**config.mk**
```make
export PLATFORM = sky130hd
export DESIGN_NAME = div_result_fifo
export DESIGN_NICKNAME = d
export VERILOG_FILES = /design/src/rtl/div_result_fifo_pkg.sv /design/src/rtl/div_result_fifo_sync_fifo.sv /design/src/rtl/div_result_fifo.sv
export SDC_FILE = /design/constraint.sdc
export NUM_CORES = 1
export LEC_CHECK = 0
export BUFFER_PORTS_ARGS = -buffer_cell sky130_fd_sc_hd__buf_2
export CELL_PAD_IN_SITES_DETAIL_PLACEMENT = 2
export CELL_PAD_IN_SITES_GLOBAL_PLACEMENT = 2
export CORE_MARGIN = 2
export CORE_UTILIZATION = 38
export CTS_BUF_LIST = sky130_fd_sc_hd__clkbuf_4 sky130_fd_sc_hd__clkbuf_8
export CTS_CLUSTER_SIZE = 40
export DETAILED_ROUTE_END_ITERATION = 7
export GPL_TIMING_DRIVEN = 0
export PLACE_DENSITY = 0.72
export SYNTH_ARGS = -nofsm -noshare
export SYNTH_HDL_FRONTEND = slang
export SYNTH_SLANG_ARGS = --single-unit
```
**constraint.sdc**
```tcl
create_clock -name clk_i -period 7.9 [get_ports clk_i]
set_input_delay 1.58 -clock clk_i [delete_from_list [all_inputs] [get_ports clk_i]]
set_output_delay 1.58 -clock clk_i [all_outputs]
set_load 0.1 [all_outputs]
```
**src/rtl/div_result_fifo_pkg.sv**
```systemverilog
// div_result_fifo_pkg: register map, STATUS/CTRL bit positions and entry layout helpers
//   Register offsets are word indices (wbs_adr_i[3:2]) inside the 16-byte window.
//   A FIFO entry is packed as {dbz, rem, quot}: quot in the low XLEN bits,
//   rem in the next XLEN bits, dbz in the top bit.
package div_result_fifo_pkg;
    localparam logic [1:0] REG_STATUS = 2'd0;
    localparam logic [1:0] REG_QUOT   = 2'd1;
    localparam logic [1:0] REG_REM    = 2'd2;
    localparam logic [1:0] REG_CTRL   = 2'd3;
    localparam int ST_EMPTY   = 0;
    localparam int ST_FULL    = 1;
    localparam int ST_OVF     = 2;
    localparam int ST_DBZ     = 3;
    localparam int ST_CNT_LSB = 8;
    localparam int CTRL_FLUSH   = 0;
    localparam int CTRL_CLR_OVF = 1;
    function automatic int entry_w(input int xlen);
        return 2 * xlen + 1;
    endfunction
endpackage

```
**src/rtl/div_result_fifo_sync_fifo.sv**
```systemverilog
// sync_fifo: generic synchronous FIFO with push, pop and flush
//   clk, rst      clock and asynchronous active-high reset
//   push/din      write request and data (dropped when full unless popping)
//   pop           read request (ignored when empty)
//   flush         clears pointers and count; wins over push and pop
//   dout          head entry (first-word fall-through)
//   count/full/empty  occupancy status
module sync_fifo #(
    parameter int W     = 65,
    parameter int DEPTH = 4
) (
    input  logic                     clk,
    input  logic                     rst,
    input  logic                     push,
    input  logic                     pop,
    input  logic                     flush,
    input  logic [W-1:0]             din,
    output logic [W-1:0]             dout,
    output logic [$clog2(DEPTH):0]   count,
    output logic                     full,
    output logic                     empty
);
    localparam int AW = $clog2(DEPTH);
    localparam int CW = AW + 1;
    logic [W-1:0]  mem [DEPTH];
    logic [AW-1:0] wr_ptr, rd_ptr;
    logic          do_push, do_pop;
    assign empty   = count == '0;
    assign full    = count == CW'(DEPTH);
    assign do_pop  = pop & !empty & !flush;
    // Full is judged after the pop, so a simultaneous pop frees the slot.
    assign do_push = push & !flush & (!full | do_pop);
    assign dout    = mem[rd_ptr];
    always_ff @(posedge clk or posedge rst) begin
        if (rst) begin
            wr_ptr <= '0;
            rd_ptr <= '0;
            count  <= '0;
        end else if (flush) begin
            wr_ptr <= '0;
            rd_ptr <= '0;
            count  <= '0;
        end else begin
            if (do_push) wr_ptr <= wr_ptr + AW'(1);
            if (do_pop) rd_ptr <= rd_ptr + AW'(1);
            count <= count + CW'(do_push) - CW'(do_pop);
        end
    end
    always_ff @(posedge clk) begin
        if (do_push) mem[wr_ptr] <= din;
    end
endmodule

```
**src/rtl/div_result_fifo.sv**
```systemverilog
// div_result_fifo: buffers divider results and exposes them through a Wishbone slave window
//   clk_i, reset_i        clock and asynchronous active-high reset
//   res_valid_i/quot/rem/dbz  one-cycle result pulse from the divider
//   wbs_*                 Wishbone slave (STATUS, QUOT, REM-with-pop, CTRL)
//   full_o                FIFO full
//   irq_o                 level interrupt while the FIFO holds entries
module div_result_fifo
    import div_result_fifo_pkg::*;
#(
    parameter int             WBW      = 32,
    parameter int             XLEN     = 32,
    parameter int             DEPTH    = 4,
    parameter logic [WBW-1:0] BASE_ADR = 32'h3000_0100
) (
    input  logic               clk_i,
    input  logic               reset_i,
    input  logic               res_valid_i,
    input  logic [XLEN-1:0]    res_quot_i,
    input  logic [XLEN-1:0]    res_rem_i,
    input  logic               res_dbz_i,
    input  logic               wbs_stb_i,
    input  logic               wbs_cyc_i,
    input  logic               wbs_we_i,
    input  logic [WBW/8-1:0]   wbs_sel_i,
    input  logic [WBW-1:0]     wbs_adr_i,
    input  logic [WBW-1:0]     wbs_dat_i,
    output logic               wbs_ack_o,
    output logic [WBW-1:0]     wbs_dat_o,
    output logic               full_o,
    output logic               irq_o
);
    localparam int EW = entry_w(XLEN);
    localparam int CW = $clog2(DEPTH) + 1;
    logic [EW-1:0]  head;
    logic [CW-1:0]  count;
    logic           full, empty, ovf;
    logic           hit, mapped, is_read, ctrl_wr, pop, flush, clr_ovf, ovf_set;
    logic [1:0]     reg_sel;
    logic [WBW-1:0] status, rdata;
    logic           unused;
    assign unused  = ^{wbs_sel_i[WBW/8-1:1], wbs_dat_i[WBW-1:2]};
    // The !ack term forces the one-cycle gap between back-to-back acks.
    assign hit     = wbs_stb_i & wbs_cyc_i & !wbs_ack_o & (wbs_adr_i[WBW-1:4] == BASE_ADR[WBW-1:4]);
    assign mapped  = wbs_adr_i[1:0] == 2'b00;
    assign reg_sel = wbs_adr_i[3:2];
    assign is_read = hit & !wbs_we_i;
    assign ctrl_wr = hit & wbs_we_i & mapped & (reg_sel == REG_CTRL) & wbs_sel_i[0];
    // Pop on the same edge that registers ack and read data, so the data is the pre-pop head.
    assign pop     = is_read & mapped & (reg_sel == REG_REM);
    assign flush   = ctrl_wr & wbs_dat_i[CTRL_FLUSH];
    assign clr_ovf = ctrl_wr & wbs_dat_i[CTRL_CLR_OVF];
    // A result is lost only when no slot frees this cycle; a flush discards it silently.
    assign ovf_set = res_valid_i & full & !(pop & !empty) & !flush;
    assign full_o  = full;
    assign irq_o   = !empty;
    sync_fifo #(.W(EW), .DEPTH(DEPTH)) u_fifo (
        .clk   (clk_i),
        .rst   (reset_i),
        .push  (res_valid_i),
        .pop   (pop),
        .flush (flush),
        .din   ({res_dbz_i, res_rem_i, res_quot_i}),
        .dout  (head),
        .count (count),
        .full  (full),
        .empty (empty)
    );
    always_comb begin
        status = '0;
        status[ST_EMPTY] = empty;
        status[ST_FULL] = full;
        status[ST_OVF] = ovf;
        status[ST_DBZ] = !empty & head[EW-1];
        status[ST_CNT_LSB +: 8] = 8'(count);
    end
    always_comb begin
        rdata = !mapped ? '0 :
                reg_sel == REG_STATUS ? status :
                empty ? '0 :
                reg_sel == REG_QUOT ? WBW'(head[XLEN-1:0]) :
                reg_sel == REG_REM ? WBW'(head[2*XLEN-1:XLEN]) : '0;
    end
    always_ff @(posedge clk_i or posedge reset_i) begin
        if (reset_i) begin
            wbs_ack_o <= 1'b0;
            wbs_dat_o <= '0;
            ovf       <= 1'b0;
        end else begin
            wbs_ack_o <= hit;
            wbs_dat_o <= is_read ? rdata : '0;
            ovf       <= ovf_set ? 1'b1 : clr_ovf ? 1'b0 : ovf;
        end
    end
endmodule

```
==> metrics.yaml, run 1 <==
status: "completed"
final_nets: 890
start_util_pct: 38.75
dieWidth_microns: 178.3
place.gp.congestion: 0.7691
worst_slack_ns: 4.127
firstDrtPassIters: 4
synth_fp_nets: 694
vias: 6025
finalCritPeriodShare_pct: 47.76
hp-class: "reg -> reg"
tritoncts: "yes"
power_density_nw_per_um2: 289.7
ys_seq_area_share_pct: 76.51
relSlewSlack_pct: 44.38
synth-edff-count: 260
critPathLaunch: "u_fifo.count[1]$_DFF_PP0_"
worstSetupPathType: "reg -> out"
syn-cell-area_sq_um: 11550
rsz0062_at_grt: "no"
asyncSetResetFlopFracSynth_pct: 13.62
fillCellCount: 2732
antenna_left: 0
finClkSkew_ns: 0.01130
setup_viol: 0
post_drt_wl_per_cell_microns: 24.57
layout-drive-gt1-share_pct: 41.94
cap_viol_max_count: 0
vias_per_cell: 5.128
synth.distinct_cells: 44
area_growth_pct: 19.93
critPathLaunchType: "flop"
grt_overflow: 0
clk_pin_slew_worst_paths_ns: 0.07
period_minus_slack_ns: 3.773
final_cells: 1175
pin_count: 174
timing.rr.start: "wbs_ack_o$_DFF_PP0_"
synth_area_leaders: "edfxtp_1, mux4_2, dfrtp_1, a22oi_1, nor2_1"
hold_start: "ovf$_DFFE_PP0P_"
report.power.total_mw: 4.012
drc: 0
synth-seq-cells: 301
fmaxAchievable_mhz: 265.0
dp_worst_setup_slack_ns: 3.567
rows: 63
track_usage_pct: 18.78
cts_root_buffer: "clkbuf_8"
critPathMaxFanout: 10
holdBufCountCts: 0
fin_worst_hold_slack_ns: 0.5740
cts-resized-gates: 0
grt_max_degree: 36
cp-end-kind: "output pin"
clock_path_buffers: 3
dp.cells: 1083
drt_iter0_markers: 374
ys_warn_count: 0
place_hpwl_microns: 19210
clkLatencyLatePin_ns: 0.56
worstPathRequired_ns: 6.32
numCtsBuffers: 49
wl_microns: 28870
dieHeight_microns: 178.3
power_leakage_nw: 4.985
irDropWorstVdd_v: 0.0001002
h-tree-depth: 2
worst_ep_arrival_time_ns: 2.19
post-synth-top-count-cell: "edfxtp_1"
worst_slew_pin_slew_ns: 0.8343
ys.flop_type: "edfxtp_1"
yosysTopAreaCell: "edfxtp_1"
antenna_found_initial: 4
slew_violations: 0
grt_first_pass_wirelength_microns: 43480
io_buffers: 140
dieArea_sq_um: 31790
hold_viol: 0
syn_inst: 548
postSynthAreaPerCell_sq_um: 21.07
cts_setup_buffers: 0
clock-sinks: 301
core_sq_um: 29800
synthTopCellsByCount: "edfxtp_1, mux4_2, dfrtp_1, nor2_1, a22oi_1"
yosys.area.top_type_share_pct: 67.62
grt_pass1_vias: 7069
tns_ns: 0
[area by class of cell]
cell class	instances	area (sq um)	share of cell area, %
buffer	28	135.1	0.9759
clock inverter	15	95.09	0.6867
timing repair buffer	145	800.8	5.783
multi-input combinational	211	2557	18.47
clock buffer	74	899.6	6.497
antenna	3	7.507	0.05422
inverter	8	30.03	0.2169
tap	390	488.0	3.524
sequential	301	8833	63.79
[layer usage]
layer  vias up  part of all wire [%]  track usage [%]
li1       2632                     -                -
met1      3158                    39            22.37
met2       198                    54            34.61
met3        35                   6.1            4.113
met4         2                   1.3            4.438
met5         -                 0.045                0
[per-stage QoR]
step	instance area, sq um	utilization [%]
finish	13850	46.47
global route	13840	46.45
CTS	13840	46.45
detailed placement	12840	43.11
global placement	12730	42.74
floorplan	11550	-
[cells in the final DEF, fill, tap and decap left out, types with 5 or more instances in the layout]
cell      netlist  final
edfxtp_1      260    260
buf_2          11    151
mux4_2         65     65
clkbuf_8        0     55
dfrtp_1        41     41
nor2_1         31     31
a22oi_1        25     25
clkbuf_4        0     19
clkbuf_1       10     10
nand2_1         9      9
nand3_1         8      8
o21ai_0         8      8
inv_1           8      7
and2_1         11      7
clkinv_2        0      7
ha_1            6      6
clkinv_1        0      6
nor2b_1         5      5
buf_12          0      5
[flip-flops by register name, summed over array words and instances, names as in the netlist]
register,flops
wbs_ack_o,1
ovf,1
u_fifo.rd_ptr,2
u_fifo.mem,260
wbs_dat_o,32
u_fifo.wr_ptr,2
u_fifo.count,3
[worst max-delay path, cell delays in order (launching register included)]
cell	delay, ns
dfrtp_1	0.46
or3_1	0.18
clkbuf_1	0.46
buf_2	0.53
[worst paths after layout]
kind	endpoint	cells after the start	slack, ns
setup / recovery	irq_o	3	4.13
setup reg to reg	u_fifo.mem[1][50]$_DFFE_PP_	6	4.95
max in group asynchronous	wbs_dat_o[11]$_DFF_PP0_	3	6.40
min in group asynchronous	wbs_dat_o[28]$_DFF_PP0_	2	0.99
hold / removal	ovf$_DFFE_PP0P_	2	0.57
hold reg to reg	ovf$_DFFE_PP0P_	2	0.57
[logic make-up (layout without fill, tap and decap cells)]
group / count (synthesis) / in the layout / share of synthesized area (%)
buffers and inverters: 36 / 270 / 1.430
flip-flops: 301 / 301 / 76.51
AND/OR/NAND/NOR: 89 / 89 / 5.321
XOR/XNOR: 4 / 4 / 0.3035
AO/OA/AOI/OAI: 43 / 43 / 2.677
multiplexers: 68 / 68 / 12.94
adder cells (fa/ha/maj): 7 / 7 / 0.8236
other: 0 / 3 / 0
[where the power goes]
part           switching (mW)  total [mW]  internal, mW
registers              0.0818        2.13          2.05
clock network           0.602        1.36         0.758
logic                   0.351       0.524         0.173
Note: power is estimated with default switching activity, not from simulation.
==> run 2: changes to the inputs <==
==> constraint.sdc (replaced) <==
create_clock -name clk_i -period 3.8 [get_ports clk_i]
set_input_delay 0.76 -clock clk_i [delete_from_list [all_inputs] [get_ports clk_i]]
set_output_delay 0.76 -clock clk_i [all_outputs]
set_load 0.1 [all_outputs]
==> run 2 against run 1 <==
Effect of this change:
- non-clock buffer count unchanged
- critical path depth unchanged
- final cell count up 0.26%
- flip-flop and latch count unchanged
- power up 110%
- clock power up 110%
- critical endpoint unchanged
- sequential power up 110%
- clock-buffer cell count down 3
==> metrics.yaml, run 2 (same netlist as run 1, synthesis figures left out) <==
status: "completed"
track_usage_pct: 18.85  # +0.070 points
fin_worst_hold_slack_ns: 0.1713  # -0.4027 ns
p_int_mw: 6.245  # +110%
worstPathRequired_ns: 3.04  # -3.28 ns
area_growth_pct: 20.25
multi_input_area_sq_um: 2557  # unchanged
period_minus_slack_ns: 2.932
irDropWorstVdd_v: 0.0002788  # +180%
dieHeight_microns: 178.3  # unchanged
combPwrFrac_pct: 12.8  # -0.3 points
p_sw_mw: 2.166  # +110%
power_leakage_nw: 5.006  # +0.42%
pin_count: 174  # unchanged
grt_pass1_vias: 6975  # -1.3%
clk_pin_slew_worst_paths_ns: 0.06  # about the same
reg2reg_depth: 6  # unchanged
setup_viol: 0  # unchanged
rows: 63  # unchanged
cts-resized-gates: 0  # unchanged
rsz0062_at_grt: "no"
cp-end-kind: "output pin"
critPathMaxFanout: 10  # unchanged
reg2reg_to: "u_fifo.mem[2][30]$_DFFE_PP_"
power_density_nw_per_um2: 605.8  # +110%
fmaxAchievable_mhz: 341.0
slew_violations: 0  # unchanged
seq_area_sq_um: 8833  # unchanged
grt_max_degree: 35  # -2.8%
tritoncts: "yes"
numCtsBuffers: 50  # +2.0%
layout-drive-gt1-share_pct: 41.73  # -0.21 points
place_hpwl_microns: 19080  # -0.66%
final_nets: 891  # +0.11%
finalCritPeriodShare_pct: 77.17
hold_viol: 0  # unchanged
fillCellCount: 2754  # +0.81%
antenna_found_initial: 3  # -1
start_util_pct: 38.75  # unchanged
p_sw_share_pct: 25.75  # about the same
timing.rr.start: "wbs_ack_o$_DFF_PP0_"
io_buffers: 140  # unchanged
seqPwrFrac_pct: 52.5  # -0.5 points
largestRegisters: "u_fifo.mem x260, wbs_dat_o x32, u_fifo.count x3"
hp-class: "in -> async"
cts_setup_buffers: 0  # unchanged
finClkSkew_ns: 0.03400  # +0.02271 ns
worstSetupPathType: "reg -> out"
antenna_left: 0  # unchanged
cap_viol_max_count: 0  # unchanged
clkLatencyLatePin_ns: 0.56  # about the same
drt_iter0_markers: 393  # +5.1%
worst_ep_arrival_time_ns: 2.17  # -0.02 ns
wl_microns: 29020  # +0.52%
largest_reg_flops: 260  # unchanged
final_common_cell: "edfxtp_1"
vias_per_cell: 5.192  # +1.3%
post_drt_wl_per_cell_microns: 24.63  # +0.26%
core_sq_um: 29800  # unchanged
rrSetupSlack_ns: 0.88  # -4.07 ns
drc: 0  # unchanged
grt_first_pass_wirelength_microns: 43560  # +0.17%
tns_ns: 0  # unchanged
place.gp.congestion: 0.7510  # -2.4%
relSlewSlack_pct: 45.87  # +1.5 points
critPathLaunchType: "flop"
firstDrtPassIters: 5  # +1
dieArea_sq_um: 31790  # unchanged
clock_path_buffers: 3  # unchanged
final_cell_mix: "edfxtp_1, buf_2, mux4_2, clkbuf_8, dfrtp_1"
cts_root_buffer: "clkbuf_8"
grt_overflow: 0  # unchanged
holdBufCountCts: 0  # unchanged
worst_slew_pin_slew_ns: 0.8120  # -0.02224 ns
vias: 6116  # +1.5%
h-tree-depth: 2  # unchanged
clock-sinks: 301  # unchanged
dieWidth_microns: 178.3  # unchanged
regMostFlops: "u_fifo.mem"
clkPwrFrac_pct: 34.6  # +0.7 points
run 2: cell types whose count changed in the layout (fill, tap and decap cells not counted), sizes merged:
cell / previous run / this run
clkinv: 13 / 18
clkbuf: 85 / 82
inv: 8 / 10
bufinv: 1 / 2
clkinvlp: 1 / 0
diode: 3 / 2
run 2: final cells by class:
| cell class | count | area share (%) |
|---|---|---|
| Sequential cell | 301 | 63.62 |
| Antenna cell | 2 | 0.03605 |
| Multi-Input combinational cell | 211 | 18.42 |
| Timing Repair Buffer | 145 | 5.767 |
| Inverter | 8 | 0.2163 |
| Tap cell | 390 | 3.514 |
| Clock inverter | 22 | 1.135 |
| Clock buffer | 71 | 6.317 |
| Buffer | 28 | 0.9732 |
run 2: how the worst max path moves through the flow:
stage                              startpoint                           to  slack, ns  cells past startpoint
detailed placement              wbs_adr_i[19]  u_fifo.mem[2][47]$_DFFE_PP_       0.29                      7
floorplan                 wbs_ack_o$_DFF_PP0_   u_fifo.mem[0][0]$_DFFE_PP_       0.56                      5
global placement                wbs_adr_i[19]  u_fifo.mem[3][15]$_DFFE_PP_      -0.27                      6
finish              u_fifo.count[1]$_DFF_PP0_                        irq_o       0.87                      3
global route              wbs_ack_o$_DFF_PP0_  u_fifo.mem[2][30]$_DFFE_PP_       0.70                      6
CTS                       wbs_ack_o$_DFF_PP0_  u_fifo.mem[2][30]$_DFFE_PP_       0.82                      6
run 2: critical path, stage by stage (launching register included):
cell      delay [ns]
dfrtp_1         0.48
or3_1           0.19
clkbuf_1        0.44
buf_2           0.53
run 2: metal layers:
layer	part of all wire [%]	up-vias	global-route usage [%]
li1	-	2634	-
met1	41	3247	23.84
met4	1.4	2	4.268
met3	5.1	36	3.772
met2	52	197	33.56
met5	0.045	-	0
run 2: stage by stage:
| stage | instance area (sq um) | cells | util (%) | setup slack (ns) | total power [mW] |
|---|---|---|---|---|---|
| after floorplan | 11550 | 548 | - | 0.5629 | 5.058 |
| after global placement | 12740 | 1078 | 42.76 | -0.2682 | 5.423 |
| after detailed placement | 12840 | 1083 | 43.11 | 0.2855 | 5.609 |
| after CTS | 13880 | 1176 | 46.58 | 0.8169 | 8.553 |
| after global routing | 13880 | 1177 | 46.59 | 0.6992 | 8.777 |
| final | 13880 | 1178 | 46.60 | 0.8677 | 8.411 |
run 2: power groups by stage:
| stage | clock, mW | sequential, mW | combinational [mW] |
|---|---|---|---|
| after global routing | 3.12 | 4.47 | 1.19 |
| after global placement | 0 | 4.45 | 0.968 |
| after detailed placement | 0 | 4.49 | 1.12 |
| after floorplan | 0 | 4.41 | 0.646 |
| after CTS | 3.00 | 4.43 | 1.12 |
| final | 2.91 | 4.42 | 1.08 |
==> run 3: changes to the inputs <==
--- a/config.mk
+++ b/config.mk
@@ -14,7 +14,7 @@
 export CTS_CLUSTER_SIZE = 40
 export DETAILED_ROUTE_END_ITERATION = 7
 export GPL_TIMING_DRIVEN = 0
-export PLACE_DENSITY = 0.72
+export PLACE_DENSITY = 0.75
 export SYNTH_ARGS = -nofsm -noshare
 export SYNTH_HDL_FRONTEND = slang
 export SYNTH_SLANG_ARGS = --single-unit
==> constraint.sdc (replaced) <==
create_clock -name clk_i -period 2.4 [get_ports clk_i]
set_input_delay 0.48 -clock clk_i [delete_from_list [all_inputs] [get_ports clk_i]]
set_output_delay 0.48 -clock clk_i [all_outputs]
set_load 0.1 [all_outputs]
==> run 3 against run 2 <==
Effect of this change:
- the run now ends with setup timing left
- global-route usage increased by 1.1 points
- final cell count increased by 1.5%
- non-clock buffer count increased by 5
- hold slack got worse by 0.047 ns
- utilization rose by 0.76 points
- via count rose by 0.70%
- die area stayed put
- register-to-register slack lost 1.1 ns
- clock-buffer cell count fell by 2
- first-iteration DRC count is 4.6% higher
- critical endpoint is now u_fifo.count[2]$_DFF_PP0_
- largest cell class unchanged
==> metrics.yaml, run 3 (same netlist as run 1, synthesis figures left out) <==
largest_reg_flops: 260  # unchanged
antenna_found_initial: 4  # +1
worstPathRequired_ns: 2.85  # -0.19 ns
critPathLaunch: "wbs_ack_o$_DFF_PP0_"
cap_viol_max_count: 0  # unchanged
start_util_pct: 38.75  # unchanged
fin_area_sq_um: 14110  # +1.6%
rrSetupSlack_ns: -0.25  # -1.13 ns
hold_viol: 0  # unchanged
firstDrtPassIters: 4  # -1
status: "finished with violations"
timing.rr.start: "wbs_ack_o$_DFF_PP0_"
worst_slew_pin_slew_ns: 0.7912  # -0.02077 ns
finClkSkew_ns: 0.02389  # -0.01012 ns
vias_per_cell: 5.150  # -0.81%
period_minus_slack_ns: 2.649
power_leakage_nw: 5.110  # +2.1%
antenna_left: 0  # unchanged
worst_ep_arrival_time_ns: 3.10  # +0.93 ns
final_cells: 1196  # +1.5%
dpl-instance-area_sq_um: 12780  # -0.48%
finalCritPeriodShare_pct: 110.4
h-tree-depth: 2  # unchanged
cp-end-kind: "flop"
setup_viol: 1  # +1
dieArea_sq_um: 31790  # unchanged
grt_first_pass_wirelength_microns: 45490  # +4.4%
cts_root_buffer: "clkbuf_8"
fin_worst_hold_slack_ns: 0.1246  # -0.04668 ns
relSlewSlack_pct: 47.25  # +1.4 points
grt_max_degree: 34  # -2.9%
hp-class: "in -> reg"
core_sq_um: 29800  # unchanged
io_buffers: 140  # unchanged
grt_overflow: 0  # unchanged
dieHeight_microns: 178.3  # unchanged
fmaxAchievable_mhz: 377.5
worstSetupPathType: "reg -> reg"
wl_microns: 31510  # +8.6%
reg2reg_to: "u_fifo.count[2]$_DFF_PP0_"
grt_pass1_vias: 7264  # +4.1%
rsz0062_at_grt: "yes"
slew_violations: 0  # unchanged
clock-sinks: 301  # unchanged
dp.cells: 1079  # -0.37%
final_common_cell: "edfxtp_1"
regMostFlops: "u_fifo.mem"
clock_path_buffers: 3  # unchanged
clk_pin_slew_worst_paths_ns: 0.06  # about the same
clkLatencyLatePin_ns: 0.58  # +0.02 ns
power_density_nw_per_um2: 979.9  # +62%
track_usage_pct: 19.90  # +1.1 points
layout-drive-gt1-share_pct: 44.57  # +2.8 points
drt_iter0_markers: 411  # +4.6%
worst_slack_ns: -0.2491  # -1.117 ns
final_nets: 906  # +1.7%
pin_count: 174  # unchanged
dp_worst_setup_slack_ns: -0.9044  # -1.190 ns
place.gp.congestion: 0.7528  # +0.24%
numCtsBuffers: 50  # unchanged
fillCellCount: 2692  # -2.3%
dieWidth_microns: 178.3  # unchanged
drc: 0  # unchanged
irDropWorstVdd_v: 0.0004631  # +66%
final_cell_mix: "edfxtp_1, buf_2, mux4_2, clkbuf_8, dfrtp_1"
reg2reg_depth: 12  # +6
crit_path_end: "u_fifo.count[2]$_DFF_PP0_"
critPathLaunchType: "flop"
critPathMaxFanout: 2  # -8
area_growth_pct: 22.23
vias: 6159  # +0.70%
report.power.total_mw: 13.83  # +64%
violations: "setup timing"
rows: 63  # unchanged
largestRegisters: "u_fifo.mem x260, wbs_dat_o x32, u_fifo.count x3"
tritoncts: "yes"
post_drt_wl_per_cell_microns: 26.35  # +7.0%
place_hpwl_microns: 18070  # -5.3%
run 3: cell type report:
class | instances | area [sq um] | share of cell area (%)
sequential | 301 | 8837 | 62.62
multi-input combinational | 221 | 2701 | 19.14
clock buffer | 69 | 843.3 | 5.976
timing repair buffer | 150 | 837.1 | 5.931
tap | 390 | 488.0 | 3.458
clock inverter | 24 | 221.5 | 1.569
buffer | 28 | 141.4 | 1.002
inverter | 8 | 30.03 | 0.2128
antenna | 5 | 12.51 | 0.08866
run 3: per-stage QoR:
step	TNS, ns	utilization [%]
6_report	-0.2491	47.36
5_1_grt	-6.849	47.32
4_1_cts	-29.56	46.94
3_5_place_dp	-231.02	42.90
3_3_place_gp	-201.97	42.84
2_1_floorplan	-35.66	-
run 3: how the worst min path moves through the flow:
stage | endpoint | cells past startpoint | from
global route | u_fifo.mem[3][5]$_DFFE_PP_ | 1 | res_quot_i[5]
floorplan | ovf$_DFFE_PP0P_ | 2 | ovf$_DFFE_PP0P_
detailed placement | wbs_dat_o[29]$_DFF_PP0_ | 2 | reset_i
finish | u_fifo.mem[2][61]$_DFFE_PP_ | 1 | res_rem_i[29]
CTS | u_fifo.mem[3][51]$_DFFE_PP_ | 1 | res_rem_i[19]
global placement | u_fifo.wr_ptr[1]$_DFFE_PP0P_ | 2 | u_fifo.wr_ptr[1]$_DFFE_PP0P_
run 3: layer usage:
| layer | vias up | global-route usage (%) | wire length (microns) |
|---|---|---|---|
| met3 | 38 | 4.604 | 2082 |
| li1 | 2677 | - | - |
| met1 | 3233 | 23.90 | 12340 |
| met5 | - | 0 | 13 |
| met2 | 209 | 36.18 | 16620 |
| met4 | 2 | 4.946 | 460 |
run 3: repair_timing:
item,4_1_cts,5_1_grt
setup endpoints to repair,264,265
gates cloned,5,5
pin swaps,10,1
buffers inserted,5,3
hold buffers,1,0
hold endpoints to repair,11,0
resized for setup,16,13
run 3: where the power goes:
part           internal, mW  leakage, nW  total [mW]  switching [mW]
Sequential             6.73         2.94        7.01           0.277
Combinational         0.665         1.62        2.02            1.35
Clock                  2.72        0.557        4.80            2.08
Total                  10.1         5.11        13.8            3.71
run 3: worst max-delay path, stage by stage (launching register included):
cell and delay (ns):
dfrtp_4 0.48, nor4_4 0.22, and4_4 0.29, nand2_4 0.06
nor3_4 0.13, ha_1 0.26, inv_1 0.07, ha_2 0.17
inv_2 0.04, fa_2 0.35, xor2_2 0.17, xnor2_1 0.22
nor2_1 0.07
